$ cat src/rtl/semaforo_n.sv
// semaforo_n: N-approach round-robin traffic-light controller.
// One approach at a time gets green, then yellow, then an all-red clearance.
// Per-approach buttons latch requests that can cut a green short (after the
// minimum green) and steer the next grant. A night mode flashes all yellows.
module semaforo_n #(
  parameter int N           = 4,
  parameter int W           = 8,
  parameter int T_VERDE     = 12,
  parameter int T_VERDE_MIN = 4,
  parameter int T_AMARELO   = 3,
  parameter int T_VERMELHO  = 2,
  parameter int T_PISCA     = 2,
  localparam int AW         = ($clog2(N) < 1) ? 1 : $clog2(N)
) (
  input  logic            clk,
  input  logic            rst,
  input  logic [N-1:0]    bt,
  input  logic            pisca,
  output logic [3*N-1:0]  luz,
  output logic [AW-1:0]   ativo,
  output logic [N-1:0]    pend
);

  typedef enum logic [1:0] {
    VERDE    = 2'd0,
    AMARELO  = 2'd1,
    VERMELHO = 2'd2,
    PISCA    = 2'd3
  } estado_t;

  estado_t        state_r, state_n;
  logic [W-1:0]   cnt_r, cnt_n;
  logic [AW-1:0]  ativo_r, ativo_n;
  logic [N-1:0]   pend_r, pend_n;
  logic           fase_r, fase_n;   // flash half: 0 = lamps on, 1 = lamps off

  logic [N-1:0]   onehot_s;
  logic [AW-1:0]  prox_s;
  logic           achou_s;
  logic [AW:0]    soma_s;
  logic           entra_verde_s;

  // Round-robin search for the next approach, starting just after the owner.
  always_comb begin
    onehot_s = N'(1) << ativo_r;
    prox_s   = (ativo_r == AW'(N-1)) ? AW'(0) : ativo_r + AW'(1);
    achou_s  = 1'b0;
    soma_s   = '0;
    for (int k = 1; k < N; k++) begin
      soma_s = {1'b0, ativo_r} + (AW+1)'(k);
      if (soma_s >= (AW+1)'(N)) begin
        soma_s = soma_s - (AW+1)'(N);
      end else begin
        soma_s = soma_s;
      end
      if (!achou_s && pend_r[soma_s[AW-1:0]]) begin
        prox_s  = soma_s[AW-1:0];
        achou_s = 1'b1;
      end else begin
        achou_s = achou_s;
      end
    end
  end

  // Next-state, counter, owner and request-latch logic.
  always_comb begin
    state_n       = state_r;
    cnt_n         = cnt_r + W'(1);
    ativo_n       = ativo_r;
    fase_n        = fase_r;
    entra_verde_s = 1'b0;
    case (state_r)
      VERDE: begin
        // pend_r is the pre-edge value, so a request seen this edge acts next cycle.
        if ((cnt_r == W'(T_VERDE-1)) || pisca ||
            ((cnt_r >= W'(T_VERDE_MIN-1)) && (|(pend_r & ~onehot_s)))) begin
          state_n = AMARELO;
          cnt_n   = '0;
        end else begin
          state_n = VERDE;
        end
      end
      AMARELO: begin
        if (cnt_r == W'(T_AMARELO-1)) begin
          cnt_n   = '0;
          fase_n  = 1'b0;
          state_n = pisca ? PISCA : VERMELHO;
        end else begin
          state_n = AMARELO;
        end
      end
      VERMELHO: begin
        if (cnt_r == W'(T_VERMELHO-1)) begin
          cnt_n = '0;
          if (pisca) begin
            state_n = PISCA;
            fase_n  = 1'b0;
          end else begin
            state_n       = VERDE;
            ativo_n       = prox_s;
            entra_verde_s = 1'b1;
          end
        end else begin
          state_n = VERMELHO;
        end
      end
      PISCA: begin
        if (!pisca) begin
          state_n = VERMELHO;
          cnt_n   = '0;
        end else if (cnt_r == W'(T_PISCA-1)) begin
          cnt_n  = '0;
          fase_n = ~fase_r;
        end else begin
          state_n = PISCA;
        end
      end
      default: begin
        state_n = VERDE;
        cnt_n   = '0;
      end
    endcase

    // The green approach ignores its own button; entering green clears its request.
    pend_n = pend_r;
    for (int i = 0; i < N; i++) begin
      if (bt[i] && !((state_r == VERDE) && (ativo_r == AW'(i)))) begin
        pend_n[i] = 1'b1;
      end else begin
        pend_n[i] = pend_r[i];
      end
      if (entra_verde_s && (ativo_n == AW'(i))) begin
        pend_n[i] = 1'b0;
      end else begin
        pend_n[i] = pend_n[i];
      end
    end
  end

  // State registers with synchronous reset to approach 0 green.
  always_ff @(posedge clk) begin
    if (rst) begin
      state_r <= VERDE;
      cnt_r   <= '0;
      ativo_r <= '0;
      pend_r  <= '0;
      fase_r  <= 1'b0;
    end else begin
      state_r <= state_n;
      cnt_r   <= cnt_n;
      ativo_r <= ativo_n;
      pend_r  <= pend_n;
      fase_r  <= fase_n;
    end
  end

  // Lamp decode from registered state only; {red, yellow, green} per approach.
  always_comb begin
    luz = '0;
    for (int i = 0; i < N; i++) begin
      case (state_r)
        VERDE:    luz[3*i +: 3] = (ativo_r == AW'(i)) ? 3'b001 : 3'b100;
        AMARELO:  luz[3*i +: 3] = (ativo_r == AW'(i)) ? 3'b010 : 3'b100;
        VERMELHO: luz[3*i +: 3] = 3'b100;
        PISCA:    luz[3*i +: 3] = fase_r ? 3'b000 : 3'b010;
        default:  luz[3*i +: 3] = 3'b100;
      endcase
    end
  end

  assign ativo = ativo_r;
  assign pend  = pend_r;

endmodule

$ cat config.mk
export PLATFORM = sky130hd
export DESIGN_NAME = semaforo_n
export DESIGN_NICKNAME = d
export VERILOG_FILES = /design/src/rtl/semaforo_n.sv
export SDC_FILE = /design/constraint.sdc
export NUM_CORES = 1
export LEC_CHECK = 0
export CAP_MARGIN = 20
export CORE_UTILIZATION = 40
export CTS_BUF_LIST = sky130_fd_sc_hd__clkbuf_4
export DETAILED_ROUTE_END_ITERATION = 8
export PLACE_DENSITY = 0.74
export SLEW_MARGIN = 15
export SYNTH_ARGS = -nofsm -noshare
export SYNTH_HDL_FRONTEND = slang
export SYNTH_SLANG_ARGS = --single-unit
$ cat constraint.sdc
create_clock -name clk -period 5.9 [get_ports clk]
set_input_delay 1.77 -clock clk [delete_from_list [all_inputs] [get_ports clk]]
set_output_delay 1.77 -clock clk [all_outputs]
set_load 0.03 [all_outputs]
==> impl_metrics.yaml <==
cts:
  post_cts_resized: 0
  cts_made_buffers: 3
  cts_setup_buffers: 0
  cts_buffer_depth: 2
  cts_hold_buf: 0
  clock_sinks: 17
  cts_tree: "done"
  htreeDepth: 1
  worstSkewPairLatency_ps: 310
  root_buffer: "clkbuf_4"
  clk_pin_slew_ps: 110
floorplan:
  start_util: 0.435
  die_area_sq_um: 4030
  die_x_um: 63.4
  num_io_pins: 25
  die_h_um: 63.4
  rows: 21
  design.core.area_sq_um: 3470
critical_path:
  reg2regPathDepth: 7
  critPathTopFamily: "simple AND/OR/NAND/NOR gates"
  critPathKind: "reg -> out"
  cp_data_required_time_ps: 4130
  path_max_fanout: 14
  end_kind: "output pin"
  rrSetupSlack_ps: 2940
  crit_cells: 4
  startpoint_type: "flop"
  cp.arrival_ps: 2500
  max_stage_delay_ps: 800
  cp_cell_sequence: "nor2_1, nand2_1, inv_1, clkdlybuf4s50_1"
  crit_buf_inv: 2
  cp_slowest_cell: "nor2_1"
synth:
  synth_area_sq_um: 1510
  synth_top_area_cell: "dfxtp_1"
  synthDistinctLibCells: 48
  yosysWarnings: 0
  async_flop_share: 0
  synth_area_leaders: "dfxtp_1 23%, a211oi_2 6.6%, ha_1 5.8%"
  netlist.area_leader.share: 0.225
  ys_seq_area_frac: 0.225
  synth_edf_count: 0
  syn-instance-count: 179
  syn_nets: 193
  avgSynthCellArea_sq_um: 8.44
  ys_ff_latch: 17
  synthFlopType: "dfxtp_1"
cells_and_area:
  fin_cells: 241
  fin_nets: 210
  layout_commonest_cell: "clkdlybuf4s50_1"
  stdcell_area_sq_um: 1780
  fill_cells: 349
  drive_gt1_frac: 0.133
  area_growth_pct: 18.0
  layout_common_cells: "24 x clkdlybuf4s50_1, 17 x dfxtp_1, 14 x nand2b_1, 11 x inv_1, 11 x a21oi_1"
  diodes: 0
sta:
  setup-violations-final: 0
  fmax_ghz: 0.234
  hold_violations: 0
  finalCritPeriodShare: 0.723
  tns_ps: 0
  fin_skew_ps: 5.04
  slew_headroom: 0.339
  grt_setup_unrepaired: "no"
  drv_slew: 0
  worst_slew_pin_slew_ps: 987
  post-route-min-period_ps: 4270
route:
  drc: 0
  drt_iter0_drc: 90
  vias: 1346
  routedWlPerCell_um: 13.9
  drtAntennaViolNets: 0
  avgViaCountPerCell: 5.59
  wl_mm: 3.34
  first_pass_iters: 4
min_path:
  hold_path_class: "reg -> reg"
  holdPathStages: 2
place:
  gp_congestion: 0.835
  hpwl_mm: 2.47
  place_area_sq_um: 1750
  placed_cells: 237
  io_buffers: 24
power_and_ir_drop:
  total_power_uw: 275
  power_density_nw_per_um2: 154
  ir_drop_mv: 0.131
  p_leak_nw: 0.627
global_route:
  grt_usage: 0.179
  grt_pass1_vias: 1182
  grt_pass1_wl_mm: 5.74
  antenna_found_initial: 0
  gr-total-overflow: 0
  grt_max_degree: 15
outcome:
  status: "finished clean"
job:
  drv_cap: 0
## power by group
| group | internal (mW) | leakage [nW] | switching [mW] |
|---|---|---|---|
| combinational | 0.0331 | 0.474 | 0.0408 |
| sequential | 0.119 | 0.139 | 0.0124 |
| clock | 0.0259 | 0.0139 | 0.0433 |
## layout make-up
class	instances	area (sq um)	area share
Tap cell	46	57.6	0.0323
Clock inverter	1	7.51	0.00421
Clock buffer	3	22.5	0.0126
Multi-Input combinational cell	139	1070	0.602
Inverter	11	41.3	0.0232
Timing Repair Buffer	24	240	0.135
Sequential cell	17	340	0.191
## sequential cells by signal (all words and copies together) (netlist names)
name,cells
fase_r,1
state_r,2
pend,4
cnt_r,8
ativo,2
## per-layer routing
| metal | wire, um | share of wire | global-route usage |
|---|---|---|---|
| met2 | 1400 | 0.42 | 0.249 |
| met4 | 38 | 0.011 | 0.0511 |
| met1 | 1690 | 0.51 | 0.269 |
| met3 | 212 | 0.063 | 0.0399 |
| met5 | 0 | 0 | 0 |
## through the flow
step | hold WS (ps) | util | setup slack [ps]
2_1_floorplan | 475 | - | 2550
3_3_place_gp | 501 | 0.505 | 1990
3_5_place_dp | 505 | 0.505 | 1950
4_1_cts | 535 | 0.514 | 1600
5_1_grt | 580 | 0.514 | 1420
6_report | 532 | 0.514 | 1630
## Yosys cell counts, types with 4 or more instances
master,instances
o21ai_0,4
nand2_1,9
a211oi_1,4
nor2b_1,6
ha_1,7
dfxtp_1,17
nor2_1,10
buf_2,6
and2_1,4
nand3_1,8
inv_1,11
xor2_1,5
a21oi_1,11
mux2i_1,8
a211oi_2,8
clkbuf_1,4
nand2b_1,14
## worst min-delay path, cell delays in order, from the launching register on
cell and delay [ps]:
dfxtp_1 360, mux2i_1 70, nor2_1 70
## final timing paths
check	startpoint	end
max	state_r[1]	luz[0]
min	fase_r	fase_r
max reg2reg	ativo[0]	pend[3]
min reg2reg	fase_r	fase_r
## kinds of logic (layout without fill, tap and decap cells)
logic type                 count (synthesis)  count (layout)  synth area share
DFF                                       17              17             0.225
xor gates and xnor gates                   6               6            0.0348
adders and majority gates                  7               7            0.0580
and+or+nand+nor                           65              65             0.242
AOI/OAI and AO/OA                         47              47             0.255
muxes                                     14              14             0.120
buffers and inverters                     23              39            0.0646
Power figures use the tool's default switching activity.
